--- config.mk ---
export PLATFORM = sky130hd
export DESIGN_NAME = param_flag_sampler
export DESIGN_NICKNAME = d
export VERILOG_FILES = /design/src/rtl/param_flag_sampler.sv
export SDC_FILE = /design/constraint.sdc
export NUM_CORES = 1
export LEC_CHECK = 0
export ABC_CLOCK_PERIOD_IN_PS = 1500
export BUFFER_PORTS_ARGS = -buffer_cell sky130_fd_sc_hd__buf_2
export CORE_MARGIN = 10
export CORE_UTILIZATION = 45
export DETAILED_ROUTE_END_ITERATION = 7
export GPL_TIMING_DRIVEN = 0
export MAX_ROUTING_LAYER = met4
export PLACE_DENSITY = 0.72
export SYNTH_ARGS = -nofsm -noshare
export SYNTH_HDL_FRONTEND = slang
export SYNTH_SLANG_ARGS = --single-unit
--- constraint.sdc ---
create_clock -name clk -period 1.5 [get_ports clk]
set_input_delay 0.3 -clock clk [delete_from_list [all_inputs] [get_ports clk]]
set_output_delay 0.3 -clock clk [all_outputs]
set_load 0.05 [all_outputs]
--- src/rtl/param_flag_sampler.sv ---
// rtl/param_flag_sampler.sv - fixed-latency word pipeline with per-word flag select, saturating flag counter and optional edge detect
// Edge detect is built only when PARAM_FLAG_SAMPLER_EDGE_DET_EN is defined; otherwise flag_rise/flag_fall tie to 0.
module param_flag_sampler #(
    parameter int WIDTH = 4,
    parameter int DEPTH = 2,
    parameter int CNT_W = 8,
    localparam int SEL_W = (WIDTH > 1) ? $clog2(WIDTH) : 1
) (
    input  logic             clk,
    input  logic             rst,
    input  logic             in_valid,
    input  logic [WIDTH-1:0] in_data,
    input  logic [SEL_W-1:0] sel,
    input  logic             cnt_clr,
    output logic             out_valid,
    output logic [WIDTH-1:0] out_data,
    output logic             out_flag,
    output logic [CNT_W-1:0] flag_cnt,
    output logic             flag_rise,
    output logic             flag_fall
);

    logic [DEPTH-1:0] stg_valid;
    logic [WIDTH-1:0] stg_data [DEPTH];
    logic [SEL_W-1:0] stg_sel  [DEPTH];

    // Stage payload only loads behind a valid upstream word, so the last
    // stage naturally holds the most recent valid word through bubbles.
    always_ff @(posedge clk or posedge rst) begin
        if (rst) begin
            stg_valid <= '0;
            for (int i = 0; i < DEPTH; i++) begin
                stg_data[i] <= '0;
                stg_sel[i]  <= '0;
            end
        end else begin
            stg_valid[0] <= in_valid;
            if (in_valid) begin
                stg_data[0] <= in_data;
                stg_sel[0]  <= sel;
            end
            for (int i = 1; i < DEPTH; i++) begin
                stg_valid[i] <= stg_valid[i-1];
                if (stg_valid[i-1]) begin
                    stg_data[i] <= stg_data[i-1];
                    stg_sel[i]  <= stg_sel[i-1];
                end
            end
        end
    end

    assign out_valid = stg_valid[DEPTH-1];
    assign out_data  = stg_data[DEPTH-1];

    // Explicit compare per bit keeps out-of-range selects at 0 without an
    // out-of-bounds index.
    always_comb begin
        out_flag = 1'b0;
        for (int i = 0; i < WIDTH; i++) begin
            if (stg_sel[DEPTH-1] == SEL_W'(i)) begin
                out_flag = stg_data[DEPTH-1][i];
            end
        end
    end

    always_ff @(posedge clk or posedge rst) begin
        if (rst) begin
            flag_cnt <= '0;
        end else if (cnt_clr) begin
            flag_cnt <= '0;
        end else if (out_valid && out_flag && (flag_cnt != {CNT_W{1'b1}})) begin
            flag_cnt <= flag_cnt + 1'b1;
        end
    end

`ifdef PARAM_FLAG_SAMPLER_EDGE_DET_EN
    logic prev_flag;

    always_ff @(posedge clk or posedge rst) begin
        if (rst) begin
            prev_flag <= 1'b0;
        end else if (out_valid) begin
            prev_flag <= out_flag;
        end
    end

    assign flag_rise = out_valid &  out_flag & ~prev_flag;
    assign flag_fall = out_valid & ~out_flag &  prev_flag;
`else
    assign flag_rise = 1'b0;
    assign flag_fall = 1'b0;
`endif

endmodule
==> results.md, run 1 <==
- Seq cells post-synth: 22
- Tightest Pin Transition: 826 ps
- GR Layer Usage met2: 0.168
- Reg-to-reg endpoint: flag_cnt[7]$_DFFE_PP0P_
- Final TNS setup: -1260 ps
- Max-Cap Viols: 0
- Final Skew: 6.99 ps
- Reg2Reg Depth: 6
- Gate Count Post-Synth: 82
- Initial DRT Pass Iterations: 4
- Seq/Total Area, Yosys: 0.548
- I/O Buffers: 23
- Worst setup margin: -232 ps
- Most common cell in the synthesized netlist: dfrtp_1
- Initial DRC Count: 39
- Status: complete, but fails checks
- CTS max path bufs: 2
- Warnings from Yosys: 0
- EDFF count, synth: 0
- Crit share post-route: 1.15
- Final #Nets: between 100 and 150
- Vias in the first global route: 788
- Die H: 67.3 um
- Core footprint: 0.00217 mm2
- Final Hold Fails: 0
- CP Capture Type: output port
- Largest cells by area after synthesis: dfrtp_1 55%, mux2_2 15%, buf_4 4.5%
- GR peak layer: met2
- Synthesized area: between 0.001 and 0.0015 mm2
- Worst Hold Class: in -> reg
- Max Fanout on Critical Path: 2
- GPL Wtd Cong: 0.688
- Hold path depth: 1
- Power Density: roughly 1100 mW/mm2
- CP arrival: 1430 ps
- Vias/cell: 5.05
- Crit path launch type: register
- Avg Cell Area, Syn: 12.3 um2
- WP data required: roughly 1200 ps
- Yosys top cell area share: 0.548
- GRT overflow: 0
- Starting Density: 0.463
- Synth async-reset ratio: 1.00
- Synth area leader: dfrtp_1
- FF-to-FF setup slack: -190 ps
- Ports: 26
- First-pass GRT wire length: 3490 um
- Final Power: 1.41 mW
- TritonCTS clock tree: yes
- CP Class: reg -> out
- Worst relative slew slack: 0.448
- Rows: 17
- Synth-to-layout area growth: 23.5%
- Final min period: 1730 ps
- Clock latency on the worst-skew pair: 310 ps
- Final ANT Viol Nets: 0
- Maximum vdd drop: 0.000565 V
- Total track usage: 0.101
- Cts bufs inserted: 3
- H-tree lvl count: 1
- Min-Delay Endpoint: stg_valid[0]$_DFF_PP0_
- Layout cell share with drive strength beyond 1: 0.500
- Pleak: between 0.5 and 0.6 nW
- Grt met1 use: 0.116
- Die X: between 60 and 70 um
- Initial antenna violation count: 0
- Met3 usage: 0.0231
- Drt drc: 0
- Clock tree sinks: 22
- RSZ-0062 raised after global routing: true
- Failing checks: setup timing
- Placed Instances: between 100 and 150
- Clock Pin Slew Worst Setup and Hold Paths: 120 ps
- Largest net degree at the start of global routing: 23
- Commonest cells post-synth: 22 x dfrtp_1, 13 x mux2_2, 6 x buf_4
- Routed vias: 717
- Hold Startpoint: in_valid
- DR WL/cell: between 15 and 20 um
- Detail Placement HPWL: 1540 um
- # setup viols final: 9
- FMAX: 577 MHz
- Reg2Reg Launch Point: stg_sel[0]$_DFFE_PP0P_
- Fin Hold WS: roughly 100 ps
- Clock root cell: clkbuf_4
- WL final: 2130 um
- Ant diodes: 0
- Die Area: 0.00452 mm2
- Count of pins over their slew limit: 0
- Unique masters post-synth: 22
- Primary FF master, synth: dfrtp_1
- Post-Layout Cell Count: 142
-- registers in the layout, indices dropped and copies added, names as in the netlist --
signal and cells:
stg_valid 2, stg_data 4, out_data 4, stg_sel 4, flag_cnt 8
-- power by group --
part           internal (mW)  total [mW]  switching, mW
sequential             0.645       0.678         0.0325
combinational          0.161       0.397          0.237
clock                  0.148       0.331          0.183
-- cells in the final DEF, fill, tap and decap left out, drive strengths merged --
master,n
xor2,1
nand4,1
o21ai,2
or4,5
mux2i,1
clkbuf,7
mux4,1
ha,1
dfrtp,22
a21oi,3
inv,2
buf,34
and2b,1
nor2,4
o211ai,1
nand2,4
mux2,13
nor2b,2
nand3,4
o31ai,3
conb,2
-- stage by stage --
| stage | setup WS [ps] | area [um2] | utilization |
|---|---|---|---|
| CTS | -256 | 1230 | 0.567 |
| floorplan | -292 | 1010 | - |
| finish | -232 | 1240 | 0.572 |
| global placement | -129 | 1160 | 0.535 |
| detailed placement | -171 | 1160 | 0.535 |
| global route | -300 | 1240 | 0.572 |
-- final cells by class --
| cell class | count | area [um2] |
|---|---|---|
| fillers | 205 | 928 |
| flip-flops and latches | 22 | 553 |
| multi-input cells | 49 | 387 |
| repair buffers | 27 | 155 |
| plain buffers | 10 | 67.6 |
| clock buffers | 4 | 36.3 |
| well taps | 28 | 35.0 |
| inverters | 2 | 7.51 |
-- worst max-delay path by stage --
stage | from | endpoint | slack, ps | cells after the start
global route | stg_sel[0]$_DFFE_PP0P_ | out_flag | -300 | 2
detailed placement | flag_cnt[0]$_DFFE_PP0P_ | flag_cnt[4]$_DFFE_PP0P_ | -170 | 6
global placement | flag_cnt[0]$_DFFE_PP0P_ | flag_cnt[4]$_DFFE_PP0P_ | -130 | 6
finish | stg_sel[0]$_DFFE_PP0P_ | out_flag | -230 | 2
CTS | stg_sel[0]$_DFFE_PP0P_ | out_flag | -260 | 2
floorplan | stg_sel[0]$_DFFE_PP0P_ | flag_cnt[4]$_DFFE_PP0P_ | -290 | 5
-- kinds of logic (layout without fill, tap and decap cells) --
| group | count (synthesis) | count (layout) | share of synthesized area |
|---|---|---|---|
| AOI/OAI and AO/OA | 9 | 9 | 0.0598 |
| xor gates and xnor gates | 1 | 1 | 0.00872 |
| muxes | 15 | 15 | 0.178 |
| adders and majority gates | 1 | 1 | 0.0125 |
| and+or+nand+nor | 21 | 21 | 0.115 |
| DFF | 22 | 22 | 0.548 |
| buffers and inverters | 12 | 43 | 0.0747 |
| other | 1 | 2 | 0.00373 |
-- per-layer routing --
metal  vias to the layer above  share of wire
met5                         -              0
met4                         0          0.013
met3                         3          0.076
met2                        30           0.48
met1                       343           0.43
li1                        341              -
-- worst max-delay path: stages, from the launching register on --
cell and delay [ps]:
dfrtp_1 390, mux4_2 550, buf_6 180
-- repair_timing --
item	in CTS	in global routing
gates resized for setup	2	3
setup endpoints to repair	9	10
hold buffers	0	0
gates cloned	1	0
pin swaps	0	0
buffers inserted	3	0
Note: power is estimated with default switching activity, not from simulation.
==> run 2, diff against run 1 <==
- PLACE_DENSITY: 0.72 -> 0.68
==> run 2 against run 1 <==
  * The flow still finishes with violations (setup timing)
  * Cell count up 1.4%
  * Register-to-register slack worse by 40 ps
  * Hold slack about the same
  * Worst setup slack better by 6.9 ps
  * Clock power up 37%
  * Flip-flop and latch count unchanged
  * First-iteration DRC count down 41%
  * Critical path depth up 4
  * Critical path type is now reg -> reg
  * Largest power group unchanged
  * Highest routed layer unchanged
==> results.md, run 2 (synthesis gave the netlist of run 1 again) <==
- Worst setup margin: -225 ps (+6.92 ps)
- TritonCTS clock tree: yes
- Initial antenna violation count: 0 (unchanged)
- Crit-path slowest cell: mux4_2
- Final Hold Fails: 0 (unchanged)
- Crit path launch type: register
- Largest register FFs: 8 (unchanged)
- Post-place instance area: 0.00116 mm2 (unchanged)
- FF-to-FF setup slack: -230 ps (-40 ps)
- Multi-input gate area: 399 um2 (+3.2%)
- Final #Nets: 128 (+1.6%)
- CP arrival: 1940 ps (+510 ps)
- Starting Density: 0.463 (unchanged)
- Largest net degree at the start of global routing: 23 (unchanged)
- CP Class: reg -> reg
- Synth-to-layout area growth: 28.1%
- Crit share post-route: 1.15 (-0.00461)
- Worst relative slew slack: 0.457 (+0.00882)
- Hold-fix buffers, CTS: 0 (unchanged)
- # setup viols final: 9 (unchanged)
- Filler cells: 196 (-4.4%)
- Worst-path cell chain: mux4_2 -> buf_4 -> o211ai_4 -> buf_6 -> nor2_1 -> mux2_2
- Die X: 67.3 um (unchanged)
- Final TNS setup: -1520 ps (-253 ps)
- Core footprint: 0.00217 mm2 (unchanged)
- Tightest Pin Transition: 813 ps (-13.2 ps)
- Clock root cell: clkbuf_4
- Pleak: 0.624 nW (+4.4%)
- Clock latency on the worst-skew pair: 310 ps (about the same)
- Die H: 67.3 um (unchanged)
- Routed vias: 751 (+4.7%)
- Die Area: 0.00452 mm2 (unchanged)
- Drt drc: 0 (unchanged)
- Maximum vdd drop: 0.000795 V (+41%)
- DR WL/cell: 14.6 um (-2.7%)
- Final min period: 1730 ps (-6.92 ps)
- First-pass GRT wire length: 3580 um (+2.6%)
- Clock Pin Slew Worst Setup and Hold Paths: 130 ps (about the same)
- Ant diodes: 0 (unchanged)
- WL final: 2110 um (-1.3%)
- Max-Cap Viols: 0 (unchanged)
- Count of pins over their slew limit: 0 (unchanged)
- RSZ-0062 raised after global routing: true
- FMAX: 580 MHz (+0.40%)
- Worst Hold Class: in -> reg
- Power Density: 1200 mW/mm2 (+6.2%)
- CP Capture Type: register
- Top reg by flops: flag_cnt
- I/O Buffers: 23 (unchanged)
- GRT overflow: 0 (unchanged)
- CTS max path bufs: 2 (unchanged)
- WP data required: 1710 ps (+510 ps)
- Register area: 553 um2 (unchanged)
- Max Fanout on Critical Path: 5 (+3)
- Ports: 26 (unchanged)
- Final ANT Viol Nets: 0 (unchanged)
- Vias in the first global route: 809 (+2.7%)
- Failing checks: setup timing
- Detail Placement HPWL: 1500 um (-2.7%)
- Initial DRC Count: 23 (-41%)
- Initial DRT Pass Iterations: 4 (unchanged)
- H-tree lvl count: 1 (unchanged)
- Final instance area: 0.00129 mm2 (+3.7%)
- Most frequent cells in the layout: 21 x buf_2, 20 x dfrtp_1, 13 x mux2_2
- Clock tree sinks: 22 (unchanged)
- Status: complete, but fails checks
- Largest stage delay on the critical path: 530 ps (-20 ps)
- Layout cell share with drive strength beyond 1: 0.517 (+0.0172)
- Most common cell after layout, fill and taps aside: buf_2
- Total track usage: 0.103 (+0.00202)
- Final Power: 1.55 mW (+10%)
- GPL Wtd Cong: 0.685 (-0.49%)
- Rows: 17 (unchanged)
- Cts bufs inserted: 3 (unchanged)
- Vias/cell: 5.22 (+3.3%)
- Final Skew: 6.54 ps (-0.449 ps)
## run 2: cell type report
type                       count  share of cell area
clock inverter                 1              0.0233
timing repair buffer          29               0.134
buffer                        10              0.0525
sequential                    22               0.430
clock buffer                   3              0.0175
inverter                       2             0.00583
tap                           28              0.0272
multi-input combinational     49               0.310
## run 2: what timing repair did
action                                 CTS  global route
setup endpoints to repair                9            10
endpoints found under the hold margin    0             0
cloned                                   1             0
pin swaps                                1             0
resized for setup                        6             2
setup buffers                            5             0
## run 2: critical path, delay by kind of cell (launching register included)
kind / cells / cell delay (ps)
compound gates: 1 / 90
mux: 2 / 790
simple gates: 1 / 40
flops: 1 / 390
buf+inv: 2 / 310
## run 2: metrics by stage
stage          hold slack, ps   util  worst slack, ps  instances
4_1_cts                  99.2  0.591             -234        144
6_report                  101  0.593             -225        144
3_3_place_gp              354  0.535             -128        134
5_1_grt                  93.4  0.593             -290        144
3_5_place_dp              367  0.535             -139        134
2_1_floorplan             289      -             -292         83
## run 2: worst paths after layout
check,depth (start not counted),start,endpoint
worst max register to register,6,stg_sel[0]$_DFFE_PP0P_,flag_cnt[2]$_DFFE_PP0P_
worst max-delay path,6,stg_sel[0]$_DFFE_PP0P_,flag_cnt[2]$_DFFE_PP0P_
min in group asynchronous,2,rst,flag_cnt[0]$_DFFE_PP0P_
max in group asynchronous,2,rst,flag_cnt[1]$_DFFE_PP0P_
worst min register to register,0,stg_valid[0]$_DFF_PP0_,stg_valid[1]$_DFF_PP0_
worst min-delay path,1,in_valid,stg_valid[0]$_DFF_PP0_
## run 2: report_power, final
part | leakage (nW) | total, mW | internal (mW) | switching [mW]
clock | 0.0279 | 0.454 | 0.270 | 0.184
combinational | 0.324 | 0.417 | 0.178 | 0.239
sequential | 0.272 | 0.678 | 0.645 | 0.0326
total | 0.624 | 1.55 | 1.09 | 0.455
## run 2: routing by layer
layer  track usage  wire [um]  up-vias
met3        0.0380        182        4
li1              -          -      350
met1         0.113        849      373
met2         0.168       1050       24
met5             -          0        -
met4        0.0385         26        0
